File: config.mk
export PLATFORM = sky130hd
export DESIGN_NAME = apb_master_bridge
export DESIGN_NICKNAME = d
export VERILOG_FILES = /design/src/rtl/apb_pkg.sv /design/src/rtl/apb_wait_timer.sv /design/src/rtl/apb_master_bridge.sv
export SDC_FILE = /design/constraint.sdc
export NUM_CORES = 1
export LEC_CHECK = 0
export BUFFER_PORTS_ARGS = -buffer_cell sky130_fd_sc_hd__buf_2
export CORE_MARGIN = 2
export CORE_UTILIZATION = 43
export CTS_CLUSTER_SIZE = 28
export DETAILED_ROUTE_END_ITERATION = 8
export GPL_ROUTABILITY_DRIVEN = 0
export PLACE_DENSITY = 0.85
export SLEW_MARGIN = 0
export SYNTH_ARGS = -nofsm -noshare
export SYNTH_HDL_FRONTEND = slang
export SYNTH_SLANG_ARGS = --single-unit
File: constraint.sdc
create_clock -name pclk -period 2.8 [get_ports pclk]
set_input_delay 0.14 -clock pclk [delete_from_list [all_inputs] [get_ports pclk]]
set_output_delay 0.14 -clock pclk [all_outputs]
set_load 0.05 [all_outputs]
File: src/rtl/apb_pkg.sv
// Shared APB master definitions: FSM state encoding, PPROT bit positions, strobe-width helper.
// Pure declarations; no latency or flow control of its own.
// Imported by apb_master_bridge and apb_wait_timer.
package apb_pkg;

    typedef enum logic [1:0] {
        IDLE   = 2'd0,
        SETUP  = 2'd1,
        ACCESS = 2'd2,
        RESP   = 2'd3
    } apb_mst_state_e;

    localparam int PPROT_PRIV   = 0;
    localparam int PPROT_NONSEC = 1;
    localparam int PPROT_INSTR  = 2;

    function automatic int strb_width(input int data_width);
        return data_width / 8;
    endfunction

endpackage

File: src/rtl/apb_wait_timer.sv
// ACCESS-phase wait-state counter; expired is high while the count equals limit.
// Latency: counts on the cycle after count_en; expired is combinational from the count.
// Backpressure: none; saturates at limit until clear.
module apb_wait_timer
    import apb_pkg::*;
#(
    parameter int WIDTH = 9
) (
    input  logic             pclk,
    input  logic             prst,
    input  logic             clear,
    input  logic             count_en,
    input  logic [WIDTH-1:0] limit,
    output logic             expired
);

    logic [WIDTH-1:0] cnt;

    assign expired = (cnt == limit);

    always_ff @(posedge pclk or posedge prst) begin
        if (prst) begin
            cnt <= '0;
        end else if (clear) begin
            cnt <= '0;
        end else if (count_en && !expired) begin
            cnt <= cnt + 1'b1;
        end
    end

endmodule

File: src/rtl/apb_master_bridge.sv
// Single-outstanding APB4 master: valid/ready command in, APB4 transfer out, valid/ready response back.
// Latency: accept at edge N -> SETUP N+1, ACCESS N+2, rsp_valid N+3 plus one cycle per wait state.
// Backpressure: cmd_ready only in IDLE or when a pending response is consumed; APB_MASTER_TIMEOUT_EN adds a wait limit.
module apb_master_bridge
    import apb_pkg::*;
#(
    parameter int ADDR_WIDTH     = 32,
    parameter int DATA_WIDTH     = 32,
    parameter int TIMEOUT_CYCLES = 256
) (
    input  logic                             pclk,
    input  logic                             prst,
    input  logic                             cmd_valid,
    output logic                             cmd_ready,
    input  logic                             cmd_write,
    input  logic [ADDR_WIDTH-1:0]            cmd_addr,
    input  logic [DATA_WIDTH-1:0]            cmd_wdata,
    input  logic [strb_width(DATA_WIDTH)-1:0] cmd_strb,
    input  logic [2:0]                       cmd_prot,
    output logic                             rsp_valid,
    input  logic                             rsp_ready,
    output logic [DATA_WIDTH-1:0]            rsp_rdata,
    output logic                             rsp_err,
    output logic [ADDR_WIDTH-1:0]            paddr,
    output logic [2:0]                       pprot,
    output logic                             psel,
    output logic                             penable,
    output logic                             pwrite,
    output logic [DATA_WIDTH-1:0]            pwdata,
    output logic [strb_width(DATA_WIDTH)-1:0] pstrb,
    input  logic [DATA_WIDTH-1:0]            prdata,
    input  logic                             pready,
    input  logic                             pslverr,
    output logic                             timeout,
    output logic                             busy
);

    apb_mst_state_e state, state_nxt;
    logic           accept;
    logic           expired;

    assign cmd_ready = (state == IDLE) || ((state == RESP) && rsp_ready);
    assign accept    = cmd_valid && cmd_ready;
    assign busy      = (state != IDLE);

`ifdef APB_MASTER_TIMEOUT_EN
    localparam int TW = $clog2(TIMEOUT_CYCLES + 1);
    logic timer_expired;

    // Cleared while in SETUP so the count starts at zero on ACCESS entry.
    apb_wait_timer #(.WIDTH(TW)) u_wait_timer (
        .pclk     (pclk),
        .prst     (prst),
        .clear    (state == SETUP),
        .count_en ((state == ACCESS) && !pready),
        .limit    (TW'(TIMEOUT_CYCLES)),
        .expired  (timer_expired)
    );

    // pready wins over a simultaneous limit hit.
    assign expired = timer_expired && (state == ACCESS) && !pready;
`else
    assign expired = 1'b0;
`endif

    always_comb begin
        state_nxt = state;
        case (state)
            IDLE:    if (cmd_valid) state_nxt = SETUP;
            SETUP:   state_nxt = ACCESS;
            ACCESS:  if (pready || expired) state_nxt = RESP;
            RESP:    if (rsp_ready) state_nxt = cmd_valid ? SETUP : IDLE;
            default: state_nxt = IDLE;
        endcase
    end

    always_ff @(posedge pclk or posedge prst) begin
        if (prst) begin
            state     <= IDLE;
            psel      <= 1'b0;
            penable   <= 1'b0;
            pwrite    <= 1'b0;
            paddr     <= '0;
            pwdata    <= '0;
            pstrb     <= '0;
            pprot     <= '0;
            rsp_valid <= 1'b0;
            rsp_rdata <= '0;
            rsp_err   <= 1'b0;
            timeout   <= 1'b0;
        end else begin
            state     <= state_nxt;
            psel      <= (state_nxt == SETUP) || (state_nxt == ACCESS);
            penable   <= (state_nxt == ACCESS);
            rsp_valid <= (state_nxt == RESP);
            timeout   <= expired;
            if (accept) begin
                paddr  <= cmd_addr;
                pwdata <= cmd_wdata;
                pwrite <= cmd_write;
                pprot  <= cmd_prot;
                pstrb  <= cmd_write ? cmd_strb : '0;
            end
            if ((state == ACCESS) && (pready || expired)) begin
                rsp_rdata <= (pready && !pwrite) ? prdata : '0;
                rsp_err   <= pready ? pslverr : 1'b1;
            end
        end
    end

endmodule

; ---- After elaboration in Yosys (flattened, before gate mapping)
; Cells that the tools add are included.
[word_totals]
ff_bits = 110
in_bits = 110
output_inout_bits = 111
wordCells = 34
[op_classes]
eq_ne = 6
muxes = 8
reduce_logical = 9
[ops]
columns = op, n
row1 = two-way mux 32 bit, 1
row2 = equality test 2 bit (second input constant), 4
row3 = case mux 2 bit (4 select lines), 1
row4 = two-way mux 2 bit, 3
row5 = equality test 2 x 1 -> 1 bit (second input constant), 2
row6 = logical AND 1 bit, 4
row7 = two-way mux 4 bit, 1
row8 = logical NOT 2 bit, 1
row9 = logical OR 1 bit, 2
row10 = two-way mux 1 bit, 2
row11 = nonzero test 2 bit, 1
row12 = logical NOT 1 bit, 1

; ---- Depth between registers and ports, before layout
; Gate-level depths: netlist of the first run.
[depth]
ltp_word = 5
ltp_mapped = 7
ltp_nobuf = 5

; ---- Least setup slack after synthesis of the first run
; OpenSTA, ideal clock, no wires.
[synth_timing]
kind = reg-to-reg
start = reg state[1]
end = reg psel
setup_ns = 0.113
arrival_ns = 1.504
t_required_ns = 2.687
slack_ns = 1.183
stages_incl_launch_ff = 7
path_buffers = 2
synth_period_minus_slack_ns = 1.617
path_cell_list = dfrtp_1 > buf_4 > clkbuf_1 > nor3b_1 > or3_1 > ha_1 > inv_1
[synth_via]
elab_chain_len = 4
word_cells_on_any_way = 11
classes_between = 5 x eq/ne / 4 x mux / 2 x reduce/logical
[synth_lines]
columns = element, line_no
row1 = start: declaration, apb_master_bridge.sv:38  ; apb_mst_state_e state, state_nxt;
row2 = start signal: assignment, apb_master_bridge.sv:92  ; state <= state_nxt;
row3 = "equality test 2 bit, or another cell as far along", apb_master_bridge.sv:68  ; case (state)
row4 = case mux 2 bit (4 select lines) *, apb_master_bridge.sv:68
row5 = equality test 2 x 1 -> 1 bit or equality test 2 bit (tied branches), apb_master_bridge.sv:93  ; psel <= (state_nxt == SETUP) || (state_nxt == ACCESS);
row6 = logical OR 1 bit *, apb_master_bridge.sv:93
row7 = end signal: assignment, apb_master_bridge.sv:93
row8 = end: declaration, apb_master_bridge.sv:26  ; output logic psel,
; Every way passes the cells marked *; elsewhere a longest branch is shown, timed or not.
; A chain may end at the register's enable or synchronous reset.

; ---- Final worst setup path of the first run
[layout_timing]
start = reg state[1]
end = reg pwdata[15]
[layout_via]
elab_chain_len = 4
word_cells_on_any_way = 5
classes_between = 1 x eq/ne / 4 x reduce/logical
[layout_lines]
columns = element, line_no
row1 = equality test 2 bit, apb_master_bridge.sv:42  ; assign cmd_ready = (state == IDLE) || ((state == RESP) && rsp_ready);
row2 = logical AND 1 bit, apb_master_bridge.sv:42
row3 = logical OR 1 bit *, apb_master_bridge.sv:42
row4 = logical AND 1 bit *, apb_master_bridge.sv:43  ; assign accept = cmd_valid && cmd_ready;
row5 = end signal: assignment, apb_master_bridge.sv:99  ; pwdata <= cmd_wdata;
row6 = end: declaration, apb_master_bridge.sv:29  ; output logic [DATA_WIDTH-1:0] pwdata,
; Marks and branches as above.

==> run metrics, run 1 <==
status finished, violations left; violated checks DRC, hold timing; Post-Syn Area per Cell between 10 and 15 sq um; final setup fails 0; root buf cell clkbuf_16; most frequent cells in the layout 219 x buf_2, 110 x dfrtp_1, 36 x nand2_1; # rows 39; syn_nets approximately 560; htree depth 3; Mapped Area between 5000 and 6000 sq um; number of global-route vias before repair 4047; setup TNS 0 ns; Clk pin slew, worst setup/hold paths approximately 0.070 ns; initial detailed-routing violation count around 300; CTS tree built; nets 763; vias per cell just over 5; Yosys top cell by area dfrtp_1; Distinct cells, synth 32; pre-CTS WS 0.630 ns; Core Box Area roughly 12000 sq um; post-synthesis sequential area ratio between 50% and 60%; FMAX 0.453 GHz; data required time of the critical path 3.06 ns; Synthesis Warnings 0; Overall Global Routing Usage around a fifth; ant diodes 0; FF-to-FF setup slack a little under 0.6 ns; RR Endpoint pwdata[15]; Synth top area share a little over half; Reg2Reg Depth 5; commonest non-fill, non-tap cell in the layout buf_2; grt total ovfl 0; Top Ports 221; hold_ws -0.0120 ns; via count a little over 4000; final wirelength between 10000 and 15000 um; Skew-Pair Late Insertion Delay roughly 0.34 ns; Setup Buffers After CTS 0; synthesis-to-finish area growth 29.9%; Syn Inst Count around 450; Hold Path Class in -> async; setup ws final just under 0.6 ns; post-route ant nets 0; Pre-antenna DRT Iters 7; worst slew pin tran approximately 0.9 ns; Post-CTS Hold Buffers 4; Final Max Tran Viols 0; Tcrit/Tclk final 78.8%; clock sinks between 100 and 150; CP endpoint kind register; global-route wire length before repair roughly 20000 um; RSZ-0062 raised after global routing no; Crit Path Class reg -> reg; initial antenna violation count 0; Max-Slew Margin vs Limit 39.2%; max-cap viol count 0; Min Clock Period, post-route about 2.2 ns; IO Port Bufs 219; die footprint 12800 sq um; FF-to-FF Start state[1]; Num CTS Buffers 9; synth top area cells dfrtp_1 54%, mux2_4 7.6%, or4b_1 4.9%, nand2b_1 4.0%, mux2_1 3.7%; post-synthesis register bit count 110; Remaining DRCs 19; Die Y between 100 and 150 um; Layout Utilization 57.6%; DP HPWL around 9000 um; pin count of the biggest net entering global routing 66; Fill cells 958; critical path startpoint category register; PostCTS Resize Cnt 0; Final Hold Vio Count 18; share of layout cells above drive strength 1 45.7%; clock skew slightly below 0.008 ns; WL/cell between 15 and 20 um; Clock Tree Buf Depth 2; critical path arrival roughly 2.5 ns; die span in x 113 um; maximum fanout along the worst path 34; Initial Util between 40 and 50%
==> worst max-delay path, cell delays in order (launching register included) <==
cell and delay [ns]:
dfrtp_1 0.73, buf_4 0.40, nand2b_1 0.44, buf_4 0.30, o211ai_1 0.11, a21oi_1 0.14
==> stage by stage <==
step / std cells / cell area, sq um / hold WS [ns]
after global placement: 779 / 6260 / 0.351
after floorplan: 446 / 5110 / 0.272
final: 799 / 6640 / -0.0120
after global routing: 799 / 6640 / 0.0142
after CTS: 799 / 6640 / 0.000210
after detailed placement: 779 / 6260 / 0.357
==> cell families (layout without fill, tap and decap cells) <==
family	count (synthesis)	after routing	share of synthesized area, %
simple gates	129	129	16.0
fa+ha+maj	2	2	0.490
mux	48	48	12.4
other cells	1	1	0.0734
buf+inv	47	257	4.60
compound gates	109	109	12.6
flops	110	110	53.9
==> state kept, by name, indices dropped and copies added (netlist names) <==
| name | count |
|---|---|
| paddr | 32 |
| rsp_err | 1 |
| rsp_rdata | 32 |
| rsp_valid | 1 |
| pprot | 3 |
| penable | 1 |
| psel | 1 |
| pwdata | 32 |
| pwrite | 1 |
| state | 2 |
| pstrb | 4 |
==> cell type report <==
cell class / count / area, sq um / area share [%]
multi-input combinational: 289 / 2130 / 32.1
tap: 143 / 179 / 2.70
clock inverter: 3 / 65.1 / 0.980
clock buffer: 13 / 270 / 4.07
sequential: 110 / 2750 / 41.5
inverter: 9 / 37.5 / 0.566
timing repair buffer: 232 / 1200 / 18.1
==> synth_stat cells, drive strengths merged <==
cell type  number
a21oi          26
and2            1
and3            1
buf            21
clkbuf         17
conb            1
dfrtp         110
ha              2
inv             9
mux2           44
mux2i           4
nand2          36
nand2b         33
nand3           1
nand3b          1
nor2            1
nor2b           1
nor3            1
nor3b           1
o211ai         25
o21ai          33
o22ai          25
or2            26
or3             1
or4b           25
==> per-layer routing <==
metal	part of all wire [%]	track usage, %
met5	0	0
met3	6.8	3.70
met1	40	23.8
met2	51	33.7
met4	1.6	7.89
==> worst max path at each step <==
stage,from,to,slack (ns),depth (start not counted)
detailed placement,state[1],pwdata[15],0.63,5
global route,state[1],pwdata[15],0.37,5
floorplan,state[1],psel,1.18,6
finish,state[1],pwdata[15],0.59,5
global placement,state[1],pwrite,0.75,5
CTS,state[1],pwdata[15],0.64,5
Power of run 1 is left out: the tool's default activity adds up to more than one toggle a clock period on the data nets, which glitch-free logic cannot reach.
==> run 2, diff against run 1 <==
- clock period: 2.8 -> 1.9 ns (I/O delays scaled with it)
==> run 2 against run 1 <==
Net effect: the run ends with DRC left; non-clock buffer count up 67; global-route usage up 3.9 points; clock skew down 0.0023 ns; flip-flop and latch count unchanged; register-to-register slack worse by 0.38 ns; die area unchanged; critical path depth down 2; first-iteration DRC count up 16%; hold slack better by 0.025 ns; final area up 10%; routed wire length up 17%; largest cell class unchanged.
==> run metrics, run 2 (synthesis gave the netlist of run 1 again) <==
die span in x between 100 and 150 um; vias per cell around 5.2; synthesis-to-finish area growth 42.9%; Overall Global Routing Usage 23.3%; clock skew 0.00541 ns; routed length on met2 between 7000 and 8000 um; Skew-Pair Late Insertion Delay roughly 0.35 ns; Pre-antenna DRT Iters 7; Tcrit/Tclk final between 90% and 100%; Hold Path Class in -> reg; critical path startpoint category register; Final Hold Vio Count 0; IO Port Bufs ~220; grt total ovfl 0; Reg2Reg Depth 4; Cell Area, Placed 6340 sq um; Cells on Worst Hold Path 3; Top Ports around 220; WL/cell 17.1 um; total power roughly 0.015 W; commonest non-fill, non-tap cell in the layout buf_2; Core Box Area approximately 12000 sq um; Remaining DRCs 19; DRT met1 WL 5570 um; PostCTS Resize Cnt 0; CTS tree built; via count 4541; Num CTS Buffers 9; clock sinks 110; final wirelength 14800 um; number of global-route vias before repair around 4700; pin count of the biggest net entering global routing between 100 and 150; worst slew pin tran 0.594 ns; initial antenna violation count 0; htree depth 3; RSZ-0062 raised after global routing no; initial detailed-routing violation count 350; Top Layer Used met4; DP HPWL about 9000 um; post-route ant nets 0; status finished, violations left; share of layout cells above drive strength 1 a little over two fifths; # rows 39; Final Max Tran Viols 0; Min Clock Period, post-route 1.71 ns; Initial Util between 40 and 50%; max-cap viol count 0; violated checks DRC; Crit Path Class reg -> out; die footprint 12800 sq um; final setup fails 0; Setup Buffers After CTS 0; peak supply drop 921 uV; Post-Layout Inst Area around 7300 sq um; root buf cell clkbuf_16; nets 830; Max-Slew Margin vs Limit about three fifths; Die Y roughly 110 um; Clock Tree Buf Depth 2; ant diodes 0; setup TNS 0 ns; maximum fanout along the worst path 12; Post-CTS Hold Buffers 66; FMAX 0.584 GHz; global-route wire length before repair 23700 um; critical path arrival roughly 1.6 ns; Clk pin slew, worst setup/hold paths roughly 0.07 ns; met3 wire length around 1100 um; Largest regs paddr (32), pwdata (32), rsp_rdata (32); CP endpoint kind primary output; Leak ~3.6 nW; most frequent cells in the layout 219 x buf_2, 110 x dfrtp_1, 66 x dlygate4sd3_1; data required time of the critical path 1.80 ns; Power Density between 2000 and 2500 nW/um^2
==> run 2: changes by cell type in the layout (fill, tap and decap cells not counted), moves of 2 or more <==
cell	before	now
buf_12	0	3
buf_4	9	11
clkbuf_8	3	0
dlygate4sd3_1	4	66
inv_6	0	4
==> run 2: power breakdown <==
part / internal, W / total, W / leakage [nW] / switching [W]
logic: 0.00251 / 0.00871 / 2.12 / 0.00620
clock network: 0.00104 / 0.00194 / 0.147 / 0.000897
registers: 0.00351 / 0.00432 / 1.35 / 0.000803
total: 0.00706 / 0.0150 / 3.61 / 0.00790
==> run 2: final cells by class <==
cell class                 instances  area, sq um
clock buffer                       9          225
clock inverter                     7         77.6
fill                             860         4220
inverter                           9         37.5
multi-input combinational        289         2130
sequential                       110         2750
tap                              143          179
timing repair buffer             299         1900
==> run 2: per-stage QoR <==
stage                     hold WS (ns)  setup WS [ns]  utilization (%)  instances
after global placement           0.304          0.289             55.0        784
after CTS                      0.00115          0.167             63.4        866
final                           0.0130          0.188             63.4        866
after detailed placement         0.316          0.222             55.0        784
after global routing           0.00481          0.104             63.4        866
after floorplan                  0.227          0.283                -        446
==> run 2: worst paths after layout <==
path	from	to	slack [ns]
min in group asynchronous	prst	paddr[0]	0.44
worst max-delay path	state[0]	cmd_ready	0.19
worst min-delay path	prdata[4]	rsp_rdata[4]	0.01
worst max register to register	state[0]	paddr[21]	0.21
max in group asynchronous	prst	rsp_rdata[1]	0.99
worst min register to register	rsp_rdata[31]	rsp_rdata[31]	0.48
==> run 2: worst max-delay path, cell delays in order, from the launching register on <==
cell,delay (ns)
dfrtp_1,0.50
and3_1,0.26
or2_2,0.29
buf_2,0.22
==> run 2: layer usage <==
layer,track usage (%),vias to the layer above
met2,41.7,179
met4,7.48,0
met5,0,-
li1,-,2117
met1,26.3,2212
met3,7.61,33
No activity file was read; power rests on OpenSTA's default activity.
==> run 3, diff against run 2 <==
- ABC_AREA: default -> 1
- CORE_UTILIZATION: 43 -> 41
- GPL_ROUTABILITY_DRIVEN: 0 -> 1
==> run 3 against run 2 <==
Net effect: the flow now finishes without violations; flip-flop and latch count unchanged; non-clock buffer count is 30 higher; synthesized cell count rose by 9.4%; utilization increased by 2.1 points; critical endpoint unchanged.
==> run metrics, run 3 <==
Net Sw Frac a little under three fifths; Post-Syn Area per Cell just over 9 sq um; FMAX between 0.5 and 0.6 GHz; synthesis-to-finish area growth 53.9%; commonest cells in the netlist 215 x nand2_1, 110 x dfrtp_1, 75 x nand3_1, 33 x o21ai_0, 16 x buf_2; final setup fails 0; Tcrit/Tclk final 89.3%; post-synthesis sequential area ratio a little over 60%; Simple-Gate Fraction of Synth Area between 20% and 30%; clock sinks between 100 and 150; Slowest Stage Delay on Critical Path approximately 0.43 ns; crit-path cells inv_1 -> nand2_2 -> nand2_2 -> buf_4 -> buf_2; Num CTS Buffers 9; gpl congestion approximately 0.82; RSZ-0062 raised after global routing no; Slowest-stage cell, CP dfrtp_1; data required time of the critical path 1.80 ns; Leak between 3 and 4 nW; fraction of registers with async set or reset after synthesis 100%; Synthesis Warnings 0; Adder-Cell Fraction of Synth Area less than 1%; Distinct cells, synth 16; Clk pin slew, worst setup/hold paths 0.10 ns; worst slew pin tran between 0.6 and 0.7 ns; Cell Area, Placed 5610 sq um; # rows 37; sequential power share around 31%; IO Port Bufs ~220; XOR/XNOR Fraction of Synth Area 0%; Clk pwr share 12.2%; Clock Tree Buf Depth 2; syn_nets 600; die span in x about 110 um; most common cell in the netlist nand2_1; Yosys top cell by area dfrtp_1; Top Ports 221; Syn Inst Count ~490; Overall Global Routing Usage between 20% and 30%; status completed; ant diodes 0; Max-Slew Margin vs Limit between 50% and 60%; Power Density between 1500 and 2000 nW/um^2; max-cap viol count 0; Mapped Area ~4400 sq um; multiplexer share of the synthesized area 0%; setup TNS 0 ns; initial detailed-routing violation count around 410; grt total ovfl 0; htree depth 3; peak supply drop 1060 uV; Final Hold Vio Count 0; Largest regs paddr (32), pwdata (32), rsp_rdata (32); Die Y 108 um; P_int around 0.0058 W; Pre-antenna DRT Iters 4; Reg2Reg Depth 7; Initial Util a little over two fifths; Logic pwr share a little under three fifths; root buf cell clkbuf_8; Cells on Worst Hold Path 3; pin count of the biggest net entering global routing 67; NetSw between 0.007 and 0.008 W; Post-Layout Inst Area a little under 7000 sq um; PostCTS Resize Cnt 0; Min Clock Period, post-route 1.70 ns; synth top area cells dfrtp_1 62%, nand2_1 18%, nand3_1 8.5%, o21ai_0 3.7%, buf_6 2.0%; CTS tree built; WL/cell roughly 14 um; commonest non-fill, non-tap cell in the layout buf_2; Inst Count DP slightly above 800; crit-path most repeated cell nand2_2; Synth Flop Type dfrtp_1; Final Max Tran Viols 0; CP endpoint kind primary output; largest family of logic cells by synthesized area simple AND/OR/NAND/NOR gates; vias per cell ~4.8; post-route ant nets 0; clock skew about 0.016 ns; final wirelength ~13000 um; Layout Cells excl Fill between 900 and 1000; EDFF count, synth 0; post-synthesis register bit count 110; die footprint approximately 12000 sq um; number of global-route vias before repair 4392; DP HPWL just under 8000 um; most frequent cells in the layout 219 x buf_2, 215 x nand2_1, 110 x dfrtp_1; Remaining DRCs 0; Crit Path Class reg -> out; Skew-Pair Late Insertion Delay about 0.37 ns; critical path startpoint category register; critical path arrival 1.60 ns; via count 4482; Core Box Area approximately 10000 sq um; initial antenna violation count 0; post-synthesis compound-gate area fraction about 3.8%; share of layout cells above drive strength 1 a little under a third; nets around 900; maximum fanout along the worst path 18; global-route wire length before repair between 20000 and 25000 um; Synth top area share 62.1%; Hold Path Class in -> reg
-- run 3: final cells by class --
class / count / area (sq um)
fill: 796 / 3600
sequential: 110 / 2750
timing repair buffer: 329 / 2210
multi-input combinational: 331 / 1410
tap: 136 / 170
clock buffer: 9 / 124
clock inverter: 7 / 100
inverter: 13 / 52.6
-- run 3: critical path, delay by kind of cell (launching register included) --
kind	cells	cell delay, ns
buffers and inverters	3	0.64
DFF	1	0.43
and+or+nand+nor	2	0.18
-- run 3: power by group through the flow --
stage	Combinational (W)	Sequential, W	Clock, W
after global routing	0.00776	0.00407	0.00172
final	0.00730	0.00396	0.00157
after CTS	0.00727	0.00393	0.00162
after detailed placement	0.00713	0.00396	0
after floorplan	0.00191	0.00754	0
after global placement	0.00700	0.00393	0
-- run 3: path summary, 6_finish.rpt --
kind	startpoint	end	slack (ns)
min in group asynchronous	prst	rsp_rdata[21]	0.35
max in group asynchronous	prst	pwdata[29]	0.97
worst min register to register	pstrb[0]	pstrb[0]	0.47
worst max-delay path	state[1]	cmd_ready	0.20
worst min-delay path	prdata[15]	rsp_rdata[15]	0.02
worst max register to register	state[1]	psel	0.38
-- run 3: cells by family (layout without fill, tap and decap cells) --
logic type	Yosys count	in the layout
adders and majority gates	2	2
buffers and inverters	47	358
other	1	1
AOI/OAI and AO/OA	34	34
and+or+nand+nor	294	294
DFF	110	110
-- run 3: through the flow --
| stage | util (%) | hold WS (ns) | total power, W | setup slack, ns |
|---|---|---|---|---|
| floorplan | - | 0.240 | 0.00945 | 0.190 |
| global placement | 53.8 | 0.206 | 0.0109 | 0.461 |
| detailed placement | 53.8 | 0.210 | 0.0111 | 0.415 |
| CTS | 65.4 | 0.00592 | 0.0128 | 0.190 |
| global route | 65.5 | 0.0110 | 0.0135 | 0.102 |
| finish | 65.5 | 0.0219 | 0.0128 | 0.203 |
-- run 3: layer usage --
layer / vias up / wire length, um / track usage (%)
li1: 2150 / - / -
met1: 2092 / 5280 / 27.2
met2: 201 / 6860 / 40.1
met3: 39 / 765 / 4.16
met4: 0 / 471 / 10.8
met5: - / 0 / 0
-- run 3: timing repair --
action | 4_1_cts | 5_1_grt
endpoints found under the hold margin | 207 | 1
hold buffers | 98 | 1
buffers inserted | 0 | 0
